## src/rtl/imu_boxcar_filter_if.sv

```systemverilog
// Sample/result bundle between the IMU poller and the boxcar filter.
// The filter connects through the slave modport; the poller side uses master.
interface imu_boxcar_filter_if #(
  parameter int WIDTH = 10
);
  logic                    Flush;
  logic                    SampleValid;
  logic signed [WIDTH-1:0] AccelX;
  logic signed [WIDTH-1:0] AccelY;
  logic signed [WIDTH-1:0] AccelZ;
  logic signed [WIDTH-1:0] AccelXOut;
  logic signed [WIDTH-1:0] AccelYOut;
  logic signed [WIDTH-1:0] AccelZOut;
  logic                    DataReady;
  logic                    Primed;
  logic                    Overrun;

  modport master (
    output Flush, SampleValid, AccelX, AccelY, AccelZ,
    input  AccelXOut, AccelYOut, AccelZOut, DataReady, Primed, Overrun
  );

  modport slave (
    input  Flush, SampleValid, AccelX, AccelY, AccelZ,
    output AccelXOut, AccelYOut, AccelZOut, DataReady, Primed, Overrun
  );
endinterface

```

## src/rtl/imu_boxcar_filter.sv

```systemverilog
// Three-axis moving-average filter over the last 2^LOG2_DEPTH signed samples.
// One sample is accepted per IDLE->SUM->WRITE pass; extra strobes set Overrun.
module imu_boxcar_filter #(
  parameter int WIDTH      = 10,
  parameter int LOG2_DEPTH = 3
) (
  input  logic                Clock,
  input  logic                Reset_n,
  imu_boxcar_filter_if.slave  bus
);
  localparam int DEPTH = 1 << LOG2_DEPTH;
  localparam int SW    = WIDTH + LOG2_DEPTH;

  localparam logic [1:0] S_IDLE  = 2'd0;
  localparam logic [1:0] S_SUM   = 2'd1;
  localparam logic [1:0] S_WRITE = 2'd2;

  localparam logic [LOG2_DEPTH:0] FULL = (LOG2_DEPTH+1)'(DEPTH);

  logic [1:0]            r_state;
  logic [LOG2_DEPTH-1:0] r_ptr;
  logic [LOG2_DEPTH:0]   r_count;
  logic                  r_ready;
  logic                  r_overrun;

  logic signed [WIDTH-1:0] w_in  [3];
  logic signed [WIDTH-1:0] w_out [3];

  assign w_in[0] = bus.AccelX;
  assign w_in[1] = bus.AccelY;
  assign w_in[2] = bus.AccelZ;

  always_ff @(posedge Clock or negedge Reset_n) begin
    if (!Reset_n) begin
      r_state   <= S_IDLE;
      r_ptr     <= '0;
      r_count   <= '0;
      r_ready   <= 1'b0;
      r_overrun <= 1'b0;
    end else begin
      r_ready <= 1'b0;
      if (bus.Flush) begin
        r_state   <= S_IDLE;
        r_ptr     <= '0;
        r_count   <= '0;
        r_overrun <= 1'b0;
      end else begin
        if (bus.SampleValid && r_state != S_IDLE)
          r_overrun <= 1'b1;
        case (r_state)
          S_IDLE: if (bus.SampleValid) r_state <= S_SUM;
          S_SUM: begin
            r_ptr   <= r_ptr + 1'b1;
            if (r_count != FULL)
              r_count <= r_count + 1'b1;
            r_state <= S_WRITE;
          end
          S_WRITE: begin
            r_ready <= 1'b1;
            r_state <= S_IDLE;
          end
          default: r_state <= S_IDLE;
        endcase
      end
    end
  end

  // Per-axis datapath: latch, running-sum update with eviction, shift-out.
  for (genvar a = 0; a < 3; a++) begin : g_axis
    logic signed [WIDTH-1:0] r_new;
    logic signed [WIDTH-1:0] r_out;
    logic signed [SW-1:0]    r_sum;
    logic signed [WIDTH-1:0] r_hist [DEPTH];

    always_ff @(posedge Clock or negedge Reset_n) begin
      if (!Reset_n) begin
        r_new  <= '0;
        r_out  <= '0;
        r_sum  <= '0;
        r_hist <= '{default: '0};
      end else if (bus.Flush) begin
        r_sum  <= '0;
        r_hist <= '{default: '0};
      end else begin
        case (r_state)
          S_IDLE: if (bus.SampleValid) r_new <= w_in[a];
          S_SUM: begin
            r_sum         <= r_sum + SW'(r_new) - SW'(r_hist[r_ptr]);
            r_hist[r_ptr] <= r_new;
          end
          S_WRITE: r_out <= WIDTH'(r_sum >>> LOG2_DEPTH);
          default: ;
        endcase
      end
    end

    assign w_out[a] = r_out;
  end

  assign bus.AccelXOut = w_out[0];
  assign bus.AccelYOut = w_out[1];
  assign bus.AccelZOut = w_out[2];
  assign bus.DataReady = r_ready;
  assign bus.Primed    = (r_count == FULL);
  assign bus.Overrun   = r_overrun;
endmodule

```

## src/flat_wrapper.sv

```systemverilog
// flat-port wrapper written by rule: the top's interface ports become plain ports
module imu_boxcar_filter_flat 
#(
  parameter int WIDTH      = 10,
  parameter int LOG2_DEPTH = 3
)
  (Clock, Reset_n, bus_Flush, bus_SampleValid, bus_AccelX, bus_AccelY, bus_AccelZ, bus_AccelXOut, bus_AccelYOut, bus_AccelZOut, bus_DataReady, bus_Primed, bus_Overrun);
  imu_boxcar_filter_if #(.WIDTH(WIDTH)) bus_i ();
  input  logic Clock;
  input  logic Reset_n;
  input wire logic [$bits(bus_i.Flush)-1:0] bus_Flush;
  input wire logic [$bits(bus_i.SampleValid)-1:0] bus_SampleValid;
  input wire logic [$bits(bus_i.AccelX)-1:0] bus_AccelX;
  input wire logic [$bits(bus_i.AccelY)-1:0] bus_AccelY;
  input wire logic [$bits(bus_i.AccelZ)-1:0] bus_AccelZ;
  output wire logic [$bits(bus_i.AccelXOut)-1:0] bus_AccelXOut;
  output wire logic [$bits(bus_i.AccelYOut)-1:0] bus_AccelYOut;
  output wire logic [$bits(bus_i.AccelZOut)-1:0] bus_AccelZOut;
  output wire logic [$bits(bus_i.DataReady)-1:0] bus_DataReady;
  output wire logic [$bits(bus_i.Primed)-1:0] bus_Primed;
  output wire logic [$bits(bus_i.Overrun)-1:0] bus_Overrun;
  assign bus_i.Flush = bus_Flush;
  assign bus_i.SampleValid = bus_SampleValid;
  assign bus_i.AccelX = bus_AccelX;
  assign bus_i.AccelY = bus_AccelY;
  assign bus_i.AccelZ = bus_AccelZ;
  assign bus_AccelXOut = bus_i.AccelXOut;
  assign bus_AccelYOut = bus_i.AccelYOut;
  assign bus_AccelZOut = bus_i.AccelZOut;
  assign bus_DataReady = bus_i.DataReady;
  assign bus_Primed = bus_i.Primed;
  assign bus_Overrun = bus_i.Overrun;
  imu_boxcar_filter #(.WIDTH(WIDTH), .LOG2_DEPTH(LOG2_DEPTH)) u_core (.Clock(Clock), .Reset_n(Reset_n), .bus(bus_i));
endmodule
```

## config.mk

```make
export PLATFORM = sky130hd
export DESIGN_NAME = imu_boxcar_filter_flat
export DESIGN_NICKNAME = d
export VERILOG_FILES = /design/src/rtl/imu_boxcar_filter_if.sv /design/src/rtl/imu_boxcar_filter.sv /design/src/flat_wrapper.sv
export SDC_FILE = /design/constraint.sdc
export NUM_CORES = 1
export LEC_CHECK = 0
export CORE_MARGIN = 1.5
export CORE_UTILIZATION = 60
export CTS_CLUSTER_DIAMETER = 150
export CTS_CLUSTER_SIZE = 28
export DETAILED_ROUTE_END_ITERATION = 7
export PLACE_DENSITY = 0.87
export SYNTH_ARGS = -nofsm -noshare
export SYNTH_HDL_FRONTEND = slang
export SYNTH_SLANG_ARGS = --single-unit
```

## constraint.sdc

```tcl
create_clock -name Clock -period 6.2 [get_ports Clock]
set_input_delay 0.93 -clock Clock [delete_from_list [all_inputs] [get_ports Clock]]
set_output_delay 0.93 -clock Clock [all_outputs]
set_load 0.02 [all_outputs]
```

==> qor.yml <==
outcome:
  outcome: "completed"
grt:
  grt_pass1_wl_um: 82700
  grt_max_degree: 166
  grt_pass1_vias: 15800
  grt-ovfl-total: 0
  grt_use_total: 0.336
  antenna_found_initial: 0
synthesis:
  synth_nets: 2172
  synth_ff_type: "dfrtp_1"
  ys_types: 66
  synth_top_area_share: 0.475
  yosys.area.top_type: "dfrtp_1"
  synth_common_cells: "589 x nand2_1, 350 x dfrtp_1, 291 x a21oi_1"
  yosysMostFrequentCell: "nand2_1"
  synth_edf_count: 0
  synth_area_um2: 18400
  synth_seq_cells: 350
  syn_inst: 2060
  seq_area_frac_synth: 0.475
  yosysWarnings: 0
  synth_area_leaders: "dfrtp_1 48%, nand2_1 12%, a21oi_1 7.9%"
  avgSynthCellArea_um2: 8.95
  ys_async_sr_fraction: 1.00
routing:
  firstDrtPassIters: 6
  vias: 15400
  wl_per_cell_um: 21.5
  dr.first_iter.drc_count: 2045
  vias_per_cell: 6.42
  routed_wl_um: 51700
  final_antenna_net_count: 0
  route.detailed.drc: 0
clock_network:
  cts_hold_buf: 0
  cts_sinks: 350
  htree_levels: 1
  post_cts_buffers: 0
  clk_latency_ns: 0.53
  cts_buffers: 16
  clockRootBuffer: "clkbuf_16"
  clk_path_buf_depth: 3
  cts_tree: "done"
  clk_pin_slew_ns: 0.11
  ctsResizeCount: 0
floorplanning:
  die-height_um: 178
  core_um2: 30000
  rows: 63
  dieArea_um2: 31800
  die_w_um: 178
  initial_utilization: 0.615
  io_pins: 67
placement:
  io_buffers: 66
  dp.cells: 2384
  gp_congestion: 0.886
  placed_cell_area_um2: 19200
  dpl.hpwl_um: 32100
power_and_ir_drop:
  p_sw_mw: 2.03
  cellLeakagePower_nw: 8.46
  p_clk_frac: 0.215
  p_sw_frac: 0.352
  power.density_nw_per_um2: 292
  p_int_mw: 3.72
  power_mw: 5.75
  pwr-share-seq: 0.455
  ir_drop_mv: 0.225
  p_comb_frac: 0.330
critical_path:
  required_ns: 6.62
  startpoint_type: "register"
  cp.arrival_ns: 5.02
  worstSetupPathType: "register to register"
  critical_path.endpoint_type: "register"
  crit_path_max_fanout: 32
job:
  drv_cap: 0
layout:
  antennaDiodeCount: 0
  layout.cells.non_filler: 2404
  fillCellCount: 2253
  syn2layout_area_growth_pct: 6.77
  drive_gt1_frac: 0.0586
  finalNetCount: 2124
  design_area_um2: 19700
timing:
  tightest_slew_ns: 1.20
  setup_viol: 0
  setup_tns_ns: 0
  whs_ns: 0.383
  slew_headroom: 0.198
  hold_viol: 0
  grt_setup_unrepaired: "no"
  skew_ns: 0.0321
  clock.fmax_ghz: 0.217
  slew_viol_final: 0
  min_period_ns: 4.60
  post-route-period-util: 0.742
min_path:
  worstHoldPathType: "input pin to async pin"
==> power by group through the flow <==
stage	registers, mW	logic (mW)	clock network [mW]
5_1_grt	2.64	2.11	1.32
6_report	2.62	1.90	1.24
3_3_place_gp	2.64	1.78	0
3_5_place_dp	2.65	1.86	0
2_1_floorplan	2.60	1.37	0
4_1_cts	2.61	1.88	1.24
==> worst max-delay path, stage by stage (launching register included) <==
cell      delay (ns)
dfrtp_2         0.93
buf_4           0.47
mux2_1          0.36
a221o_1         0.29
o21ai_1         0.16
o21ai_1         0.14
fa_1            0.49
inv_1           0.04
ha_1            0.34
a211oi_2        0.26
o21bai_1        0.13
o22a_1          0.26
a311oi_2        0.32
xnor2_1         0.09
a22o_1          0.18
==> layer usage <==
metal  track usage  wire length, µm  vias to the layer above  part of all wire
met3        0.0644             5150                      253              0.10
met1         0.427            19200                     7521              0.37
met2         0.547            24200                      949              0.47
li1              -                -                     6703                 -
met4         0.182             3090                        0             0.060
met5             0                0                        -                 0
==> placed cells by master, fill, tap and decap left out, types with 5 or more instances in the layout <==
| master | instances |
|---|---|
| xnor2_1 | 22 |
| buf_4 | 24 |
| mux2_1 | 35 |
| clkdlybuf4s50_1 | 64 |
| fa_1 | 36 |
| a31oi_1 | 5 |
| mux2_2 | 24 |
| mux2i_1 | 23 |
| nand4_1 | 9 |
| xor2_1 | 13 |
| o21ai_1 | 29 |
| nor3_1 | 7 |
| clkbuf_16 | 17 |
| nand3_1 | 9 |
| mux4_2 | 13 |
| dfrtp_1 | 347 |
| inv_1 | 144 |
| o211ai_1 | 6 |
| a211oi_1 | 11 |
| a21oi_1 | 291 |
| a21o_1 | 13 |
| nand2_1 | 585 |
| a22oi_1 | 19 |
| nand2b_1 | 5 |
| o21a_1 | 8 |
| o221ai_1 | 6 |
| o21ai_0 | 49 |
| nor2_1 | 43 |
| a221oi_1 | 20 |
| ha_1 | 42 |
| nor3_2 | 5 |
==> worst paths after layout <==
kind,startpoint,endpoint,slack (ns),cells after the start
worst min-delay path,Reset_n,u_core.g_axis[2].r_new[8],0.38,1
worst min register to register,u_core.bus.AccelXOut[7],u_core.bus.AccelXOut[7],0.49,1
worst max register to register,u_core.r_ptr[2],u_core.g_axis[1].r_sum[12],1.60,14
min in group Clock,u_core.bus.AccelXOut[7],u_core.bus.AccelXOut[7],0.49,1
max in group asynchronous,Reset_n,u_core.r_ptr[1],4.39,2
worst max-delay path,u_core.r_ptr[2],u_core.g_axis[1].r_sum[12],1.60,14
==> sequential cells by signal (all words and copies together) (netlist names), 2 cells and up <==
signal,count
u_core.r_count,4
u_core.bus.AccelZOut,10
u_core.r_ptr,3
u_core.g_axis.r_new,30
u_core.g_axis.r_hist,240
u_core.bus.AccelYOut,10
u_core.r_state,2
u_core.bus.AccelXOut,10
u_core.g_axis.r_sum,39
==> through the flow <==
| step | setup WS (ns) | utilization |
|---|---|---|
| 6_report | 1.60 | 0.657 |
| 5_1_grt | 1.45 | 0.657 |
| 4_1_cts | 1.71 | 0.657 |
| 3_5_place_dp | 1.74 | 0.642 |
| 3_3_place_gp | 1.80 | 0.642 |
| 2_1_floorplan | 2.50 | - |
==> area by class of cell <==
cell class | count | area, µm² | area share
sequential | 350 | 8760 | 0.445
multi-input combinational | 1404 | 8520 | 0.433
timing repair buffer | 93 | 910 | 0.0462
inverter | 147 | 552 | 0.0280
tap | 390 | 488 | 0.0248
clock buffer | 19 | 433 | 0.0220
clock inverter | 1 | 16.3 | 0.000827
==> cells by family (layout without fill, tap and decap cells) <==
kind of cell,after synthesis,in the layout,share of synthesized area
AOI/OAI and AO/OA,492,492,0.155
xor gates and xnor gates,35,35,0.0166
DFF,350,350,0.475
muxes,97,97,0.0661
buffers and inverters,306,260,0.0675
and+or+nand+nor,702,702,0.152
adders and majority gates,78,78,0.0676
No activity file was read; power rests on OpenSTA's default activity.
